### src/rtl/mem_master_pkg.sv
// Shared definitions for the mem_master RAM initiator: state encoding,
// byte-lane constants and the lane selection helper.
package mem_master_pkg;

  typedef enum logic [2:0] {
    IDLE  = 3'd0,
    ISSUE = 3'd1,
    WAIT  = 3'd2,
    DONE  = 3'd3,
    ERR   = 3'd4
  } state_e;

  localparam int unsigned LANE_LO    = 0;
  localparam int unsigned LANE_HI    = 1;
  localparam int unsigned WORD_BYTES = 2;

  // Little-endian lane pick: lane 0 is the low byte of the 16-bit word.
  function automatic logic [7:0] lane_byte(input logic [15:0] data, input logic lane);
    return lane ? data[15:8] : data[7:0];
  endfunction

endpackage

### src/rtl/mem_master_wait_timer.sv
// Per-byte WAIT watchdog: cleared when a byte is issued, counts WAIT cycles,
// and flags the last permitted cycle before the transaction is abandoned.
module mem_master_wait_timer #(
  parameter int unsigned timeout = 8
) (
  input  logic clk,
  input  logic reset,
  input  logic clear,
  input  logic enable,
  output logic expired
);

  localparam int unsigned CW = $clog2(timeout);

  logic [CW-1:0] count_q, count_d;

  always_comb begin
    count_d = count_q;
    if (clear) begin
      count_d = '0;
    end else if (enable && !expired) begin
      count_d = count_q + CW'(1);
    end
  end

  always_ff @(posedge clk or negedge reset) begin
    if (!reset) begin
      count_q <= '0;
    end else begin
      count_q <= count_d;
    end
  end

  assign expired = (count_q == CW'(timeout - 1));

endmodule

### src/rtl/mem_master.sv
// CPU-side initiator for the RAM read/write/ready handshake: splits byte and
// 16-bit little-endian word requests into one-byte RAM transactions.
module mem_master
  import mem_master_pkg::*;
#(
  parameter int unsigned size_addr = 8,
  parameter int unsigned timeout   = 8
) (
  input  logic                 clk,
  input  logic                 reset,
  input  logic                 cpu_req,
  input  logic                 cpu_we,
  input  logic                 cpu_word,
  input  logic [size_addr-1:0] cpu_addr,
  input  logic [15:0]          cpu_wdata,
  output logic                 cpu_busy,
  output logic                 cpu_done,
  output logic                 cpu_err,
  output logic [15:0]          cpu_rdata,
  output logic                 mem_read,
  output logic                 mem_write,
  output logic [size_addr-1:0] mem_address,
  output logic [7:0]           mem_data_in,
  input  logic [7:0]           mem_data_out,
  input  logic                 mem_ready_r,
  input  logic                 mem_ready_w
);

  state_e               state_q, state_d;
  logic                 we_q, we_d;
  logic                 word_q, word_d;
  logic                 idx_q, idx_d;
  logic [size_addr-1:0] addr_q, addr_d;
  logic [15:0]          wdata_q, wdata_d;
  logic [15:0]          shadow_q, shadow_d;
  logic [15:0]          rdata_q, rdata_d;
  logic                 match;
  logic                 last_byte;
  logic                 expired;

  // Only the ready that belongs to the current direction completes a byte.
  assign match     = we_q ? mem_ready_w : mem_ready_r;
  assign last_byte = word_q ? (idx_q == 1'(WORD_BYTES - 1)) : 1'b1;

  mem_master_wait_timer #(.timeout(timeout)) u_wait_timer (
    .clk     (clk),
    .reset   (reset),
    .clear   (state_q == ISSUE),
    .enable  (state_q == WAIT),
    .expired (expired)
  );

  // NOTE: sequential state uses non-blocking assignments so every flop
  // samples the pre-edge value of every other flop.
  always_ff @(posedge clk or negedge reset) begin
    if (!reset) begin
      state_q <= IDLE;
    end else begin
      state_q <= state_d;
    end
  end

  // NOTE: every combinational output gets a default first, so no path
  // through the case can leave it unassigned and infer a latch.
  always_comb begin
    state_d = state_q;
    unique case (state_q)
      IDLE:    if (cpu_req) state_d = ISSUE;
      ISSUE:   state_d = WAIT;
      WAIT: begin
        if (match)        state_d = last_byte ? DONE : ISSUE;
        else if (expired) state_d = ERR;
      end
      DONE:    state_d = IDLE;
      ERR:     state_d = IDLE;
      default: state_d = IDLE;
    endcase
  end

  always_comb begin
    mem_read  = 1'b0;
    mem_write = 1'b0;
    cpu_done  = 1'b0;
    cpu_err   = 1'b0;
    cpu_busy  = (state_q != IDLE);
    case (state_q)
      ISSUE: begin
        mem_read  = !we_q;
        mem_write = we_q;
      end
      DONE:    cpu_done = 1'b1;
      ERR:     cpu_err  = 1'b1;
      default: ;
    endcase
  end

  always_comb begin
    we_d     = we_q;
    word_d   = word_q;
    addr_d   = addr_q;
    wdata_d  = wdata_q;
    idx_d    = idx_q;
    shadow_d = shadow_q;
    rdata_d  = rdata_q;
    if (state_q == IDLE && cpu_req) begin
      we_d    = cpu_we;
      word_d  = cpu_word;
      addr_d  = cpu_addr;
      wdata_d = cpu_wdata;
      idx_d   = 1'(LANE_LO);
    end
    if (state_q == WAIT && match) begin
      if (!we_q) begin
        if (idx_q == 1'(LANE_HI)) shadow_d[15:8] = mem_data_out;
        else                      shadow_d[7:0]  = mem_data_out;
        // Result becomes visible on entry to DONE; byte loads zero-extend.
        if (last_byte) rdata_d = word_q ? shadow_d : {8'h00, shadow_d[7:0]};
      end
      if (!last_byte) idx_d = idx_q + 1'b1;
    end
  end

  // NOTE: the shadow buffer is ordinary flops, not a RAM array, so it takes
  // the async reset along with the rest of the datapath.
  always_ff @(posedge clk or negedge reset) begin
    if (!reset) begin
      we_q     <= 1'b0;
      word_q   <= 1'b0;
      idx_q    <= 1'b0;
      addr_q   <= '0;
      wdata_q  <= '0;
      shadow_q <= '0;
      rdata_q  <= '0;
    end else begin
      we_q     <= we_d;
      word_q   <= word_d;
      idx_q    <= idx_d;
      addr_q   <= addr_d;
      wdata_q  <= wdata_d;
      shadow_q <= shadow_d;
      rdata_q  <= rdata_d;
    end
  end

  // Address arithmetic wraps naturally at the address width.
  assign mem_address = addr_q + size_addr'(idx_q);
  assign mem_data_in = lane_byte(wdata_q, idx_q);
  assign cpu_rdata   = rdata_q;

endmodule

### config.mk
export PLATFORM = sky130hd
export DESIGN_NAME = mem_master
export DESIGN_NICKNAME = d
export VERILOG_FILES = /design/src/rtl/mem_master_pkg.sv /design/src/rtl/mem_master_wait_timer.sv /design/src/rtl/mem_master.sv
export SDC_FILE = /design/constraint.sdc
export NUM_CORES = 1
export LEC_CHECK = 0
export CORE_UTILIZATION = 60
export CTS_BUF_LIST = sky130_fd_sc_hd__clkbuf_16
export DETAILED_ROUTE_END_ITERATION = 10
export DONT_BUFFER_PORTS = 1
export HOLD_SLACK_MARGIN = 0.1
export PLACE_DENSITY = 0.85
export SLEW_MARGIN = 10
export SYNTH_ARGS = -nofsm -noshare
export SYNTH_HDL_FRONTEND = slang
export SYNTH_SLANG_ARGS = --single-unit
### constraint.sdc
create_clock -name clk -period 2.1 [get_ports clk]
set_input_delay 0.42 -clock clk [delete_from_list [all_inputs] [get_ports clk]]
set_output_delay 0.42 -clock clk [all_outputs]
set_load 0.01 [all_outputs]
==> impl_metrics.py <==
metrics = {
    "outcome": {
        "status": "complete, but fails checks",
        "violations": "design-rule violations",
    },
    "global_routing": {
        "grt_pass1_wl_um": 9970,
        "grt_pass1_vias": 2048,
        "gr-usage-all-layers_pct": 26.5,
        "antenna_found_initial": 0,
        "grt-ovfl-total": 0,
        "grt_max_degree": 58,
    },
    "hold_path": {
        "hp-class": "input port to register",
        "hp-start": "cpu_addr[5]",
        "timing.hold.worst_endpoint": "addr_q[5]",
        "hold_path_depth": 2,
    },
    "die": {
        "initial_core_util_pct": 63.5,
        "die-width_um": 70.6,
        "io_pins": 76,
        "fp-row-count": 24,
        "dieArea_um2": 4980,
        "die_h_um": 70.6,
        "core_area_um2": 4440,
    },
    "placed_design": {
        "hpwl_um": 3870,
        "dp_cells": 284,
        "numPortBuffers": 0,
        "gp_congestion": 0.768,
        "pre_cts_ws_ns": 0.315,
    },
    "critical_path": {
        "worstPathRequired_ns": 1.68,
        "cp_max_fo": 3,
        "r2r-start": "state_q[0]",
        "end_kind": "primary output",
        "criticalPathCategory": "register to primary output",
        "r2r_slack_ns": 0.29,
        "worstSetupStartpointType": "register",
        "reg2regPathDepth": 3,
        "critical_path_arrival_ns": 1.59,
        "reg2reg_to": "cpu_rdata[0]",
    },
    "timing": {
        "slew_headroom_pct": 59.2,
        "worst_slack_ns": 0.0893,
        "skew_ns": 0.00569,
        "tightest_slew_ns": 0.613,
        "fin_crit_sh_pct": 95.7,
        "final-hold-violation-count": 0,
        "fmax_mhz": 497,
        "finalMaxSlewViolations": 0,
        "period_needed_ns": 2.01,
        "setup_viol": 0,
    },
    "finish": {
        "final_cell_mix": "dfrtp_1, mux2_2, inv_1",
        "final_cells": 301,
        "diodes": 0,
        "drive_above_1_share_pct": 29.3,
        "nets": 288,
        "mostFrequentLayoutCell": "dfrtp_1",
        "layout-area-overhead-vs-synth_pct": 14.5,
    },
    "run": {
        "cap_violations": 0,
    },
    "clocking": {
        "cts_tree": "built",
        "cts-buffers-inserted": 9,
        "root_buffer": "clkbuf_16",
        "cts.reportedPaths.clkPinSlew_ns": 0.05,
        "cts.sinks": 57,
        "clk_latency_ns": 0.32,
        "cts_buffer_depth": 2,
        "htreeDepth": 3,
    },
    "logic_synthesis": {
        "ys_ff_latch": 57,
        "async_reset_ff_share_pct": 100,
        "synth.area.top_cells": "dfrtp_1, mux2_2, a221oi_1",
        "ys_types": 44,
        "synth_top_area_share_pct": 50.5,
        "syn-cell-area_um2": 2820,
        "synth_edf_count": 0,
        "synthesis.nets": 284,
        "synth_warnings": 0,
        "yosysTopAreaCell": "dfrtp_1",
        "synthCells": 241,
        "synth_top_flop_cell": "dfrtp_1",
        "avgSynthCellArea_um2": 11.7,
        "yosysSeqAreaShare_pct": 50.5,
    },
    "drt": {
        "ant_nets": 0,
        "drtIter0Drc": 136,
        "wl_um": 5940,
        "wl_per_cell_um": 19.7,
        "drc": 10,
        "vias": 1935,
        "via_per_inst": 6.43,
        "first_pass_iters": 7,
    },
    "power_and_ir_drop": {
        "leakage_nw": 1.33,
        "powerDensity_nw_per_um2": 1650,
        "irDropWorstVdd_mv": 0.923,
    },
}
report_power, final:
| part | internal (W) | switching [W] |
|---|---|---|
| registers | 0.00160 | 0.000476 |
| clock network | 0.000893 | 0.000469 |
| logic | 0.000952 | 0.000951 |
worst max path at each step:
| stage | from | endpoint | slack [ns] | cells past startpoint |
|---|---|---|---|---|
| 2_1_floorplan | state_q[1] | shadow_q[1] | 0.38 | 5 |
| 3_3_place_gp | state_q[0] | cpu_rdata[4] | 0.39 | 3 |
| 3_5_place_dp | state_q[0] | cpu_rdata[0] | 0.32 | 3 |
| 4_1_cts | addr_q[0] | mem_address[6] | 0.005 | 5 |
| 5_1_grt | idx_q | mem_address[6] | -0.005 | 5 |
| 6_report | idx_q | mem_address[6] | 0.09 | 5 |
synth_stat cells (2+ instances only):
cell and instances:
dfrtp_1 57, mux2_2 41, nand2b_1 11, inv_1 10
nand2_1 10, o21ai_0 10, nand3_1 9, nor3_1 9
a221oi_1 8, buf_2 8, o41ai_1 8, o211ai_1 7
clkbuf_1 6, ha_1 4, nor3b_1 4, xnor2_1 4
o2bb2ai_1 3, a22oi_1 2, buf_1 2, mux2i_1 2
nor2_1 2, xor2_1 2
final cells by class:
type                       instances  area [um^2]
inverter                          11         41.3
fill                             300         1210
clock buffer                       9          225
multi-input combinational        155         1310
clock inverter                     6         52.6
timing repair buffer              11          118
tap                               52         65.1
sequential                        57         1430
metal layers:
| layer | vias up | GRT usage (%) | wire length [um] |
|---|---|---|---|
| li1 | 892 | - | - |
| met1 | 989 | 32.0 | 2480 |
| met2 | 52 | 44.0 | 3070 |
| met3 | 2 | 9.12 | 351 |
| met4 | 0 | 10.2 | 30 |
| met5 | - | 0 | 0 |
sequential cells by signal, summed over array words and instances, names as in the netlist:
register	cells
state_q	3
we_q	1
u_wait_timer.count_q	3
cpu_rdata	16
word_q	1
addr_q	8
idx_q	1
shadow_q	8
wdata_q	16
kinds of logic after synthesis:
logic type               synth area share, %
flip-flops                              50.5
adder cells (fa/ha/maj)                 1.77
AO/OA/AOI/OAI                           11.8
XOR/XNOR                                1.86
AND/OR/NAND/NOR                         11.9
multiplexers                            17.5
buffers and inverters                   4.61
critical path: stages, from the launching register on:
cell and delay (ns):
dfrtp_1 0.40, ha_4 0.17, ha_2 0.18, and3_4 0.20, nand3_2 0.10, xnor2_2 0.23
stage by stage:
stage / total power, W / utilization, % / setup TNS, ns / hold slack (ns) / instance area, um^2
2_1_floorplan: 0.00350 / - / 0 / 0.124 / 2820
3_3_place_gp: 0.00381 / 64.9 / 0 / 0.125 / 2890
3_5_place_dp: 0.00393 / 64.9 / 0 / 0.126 / 2890
4_1_cts: 0.00533 / 72.0 / 0 / 0.227 / 3200
5_1_grt: 0.00569 / 72.7 / -0.00487 / 0.222 / 3230
6_report: 0.00534 / 72.7 / 0 / 0.235 / 3230
what timing repair did:
action | CTS | global route
setup endpoints to repair | 0 | 2
hold buffers | 2 | 0
setup buffers | 0 | 0
gates resized for setup | 0 | 6
hold endpoints to repair | 57 | 0
Power figures use the tool's default switching activity.
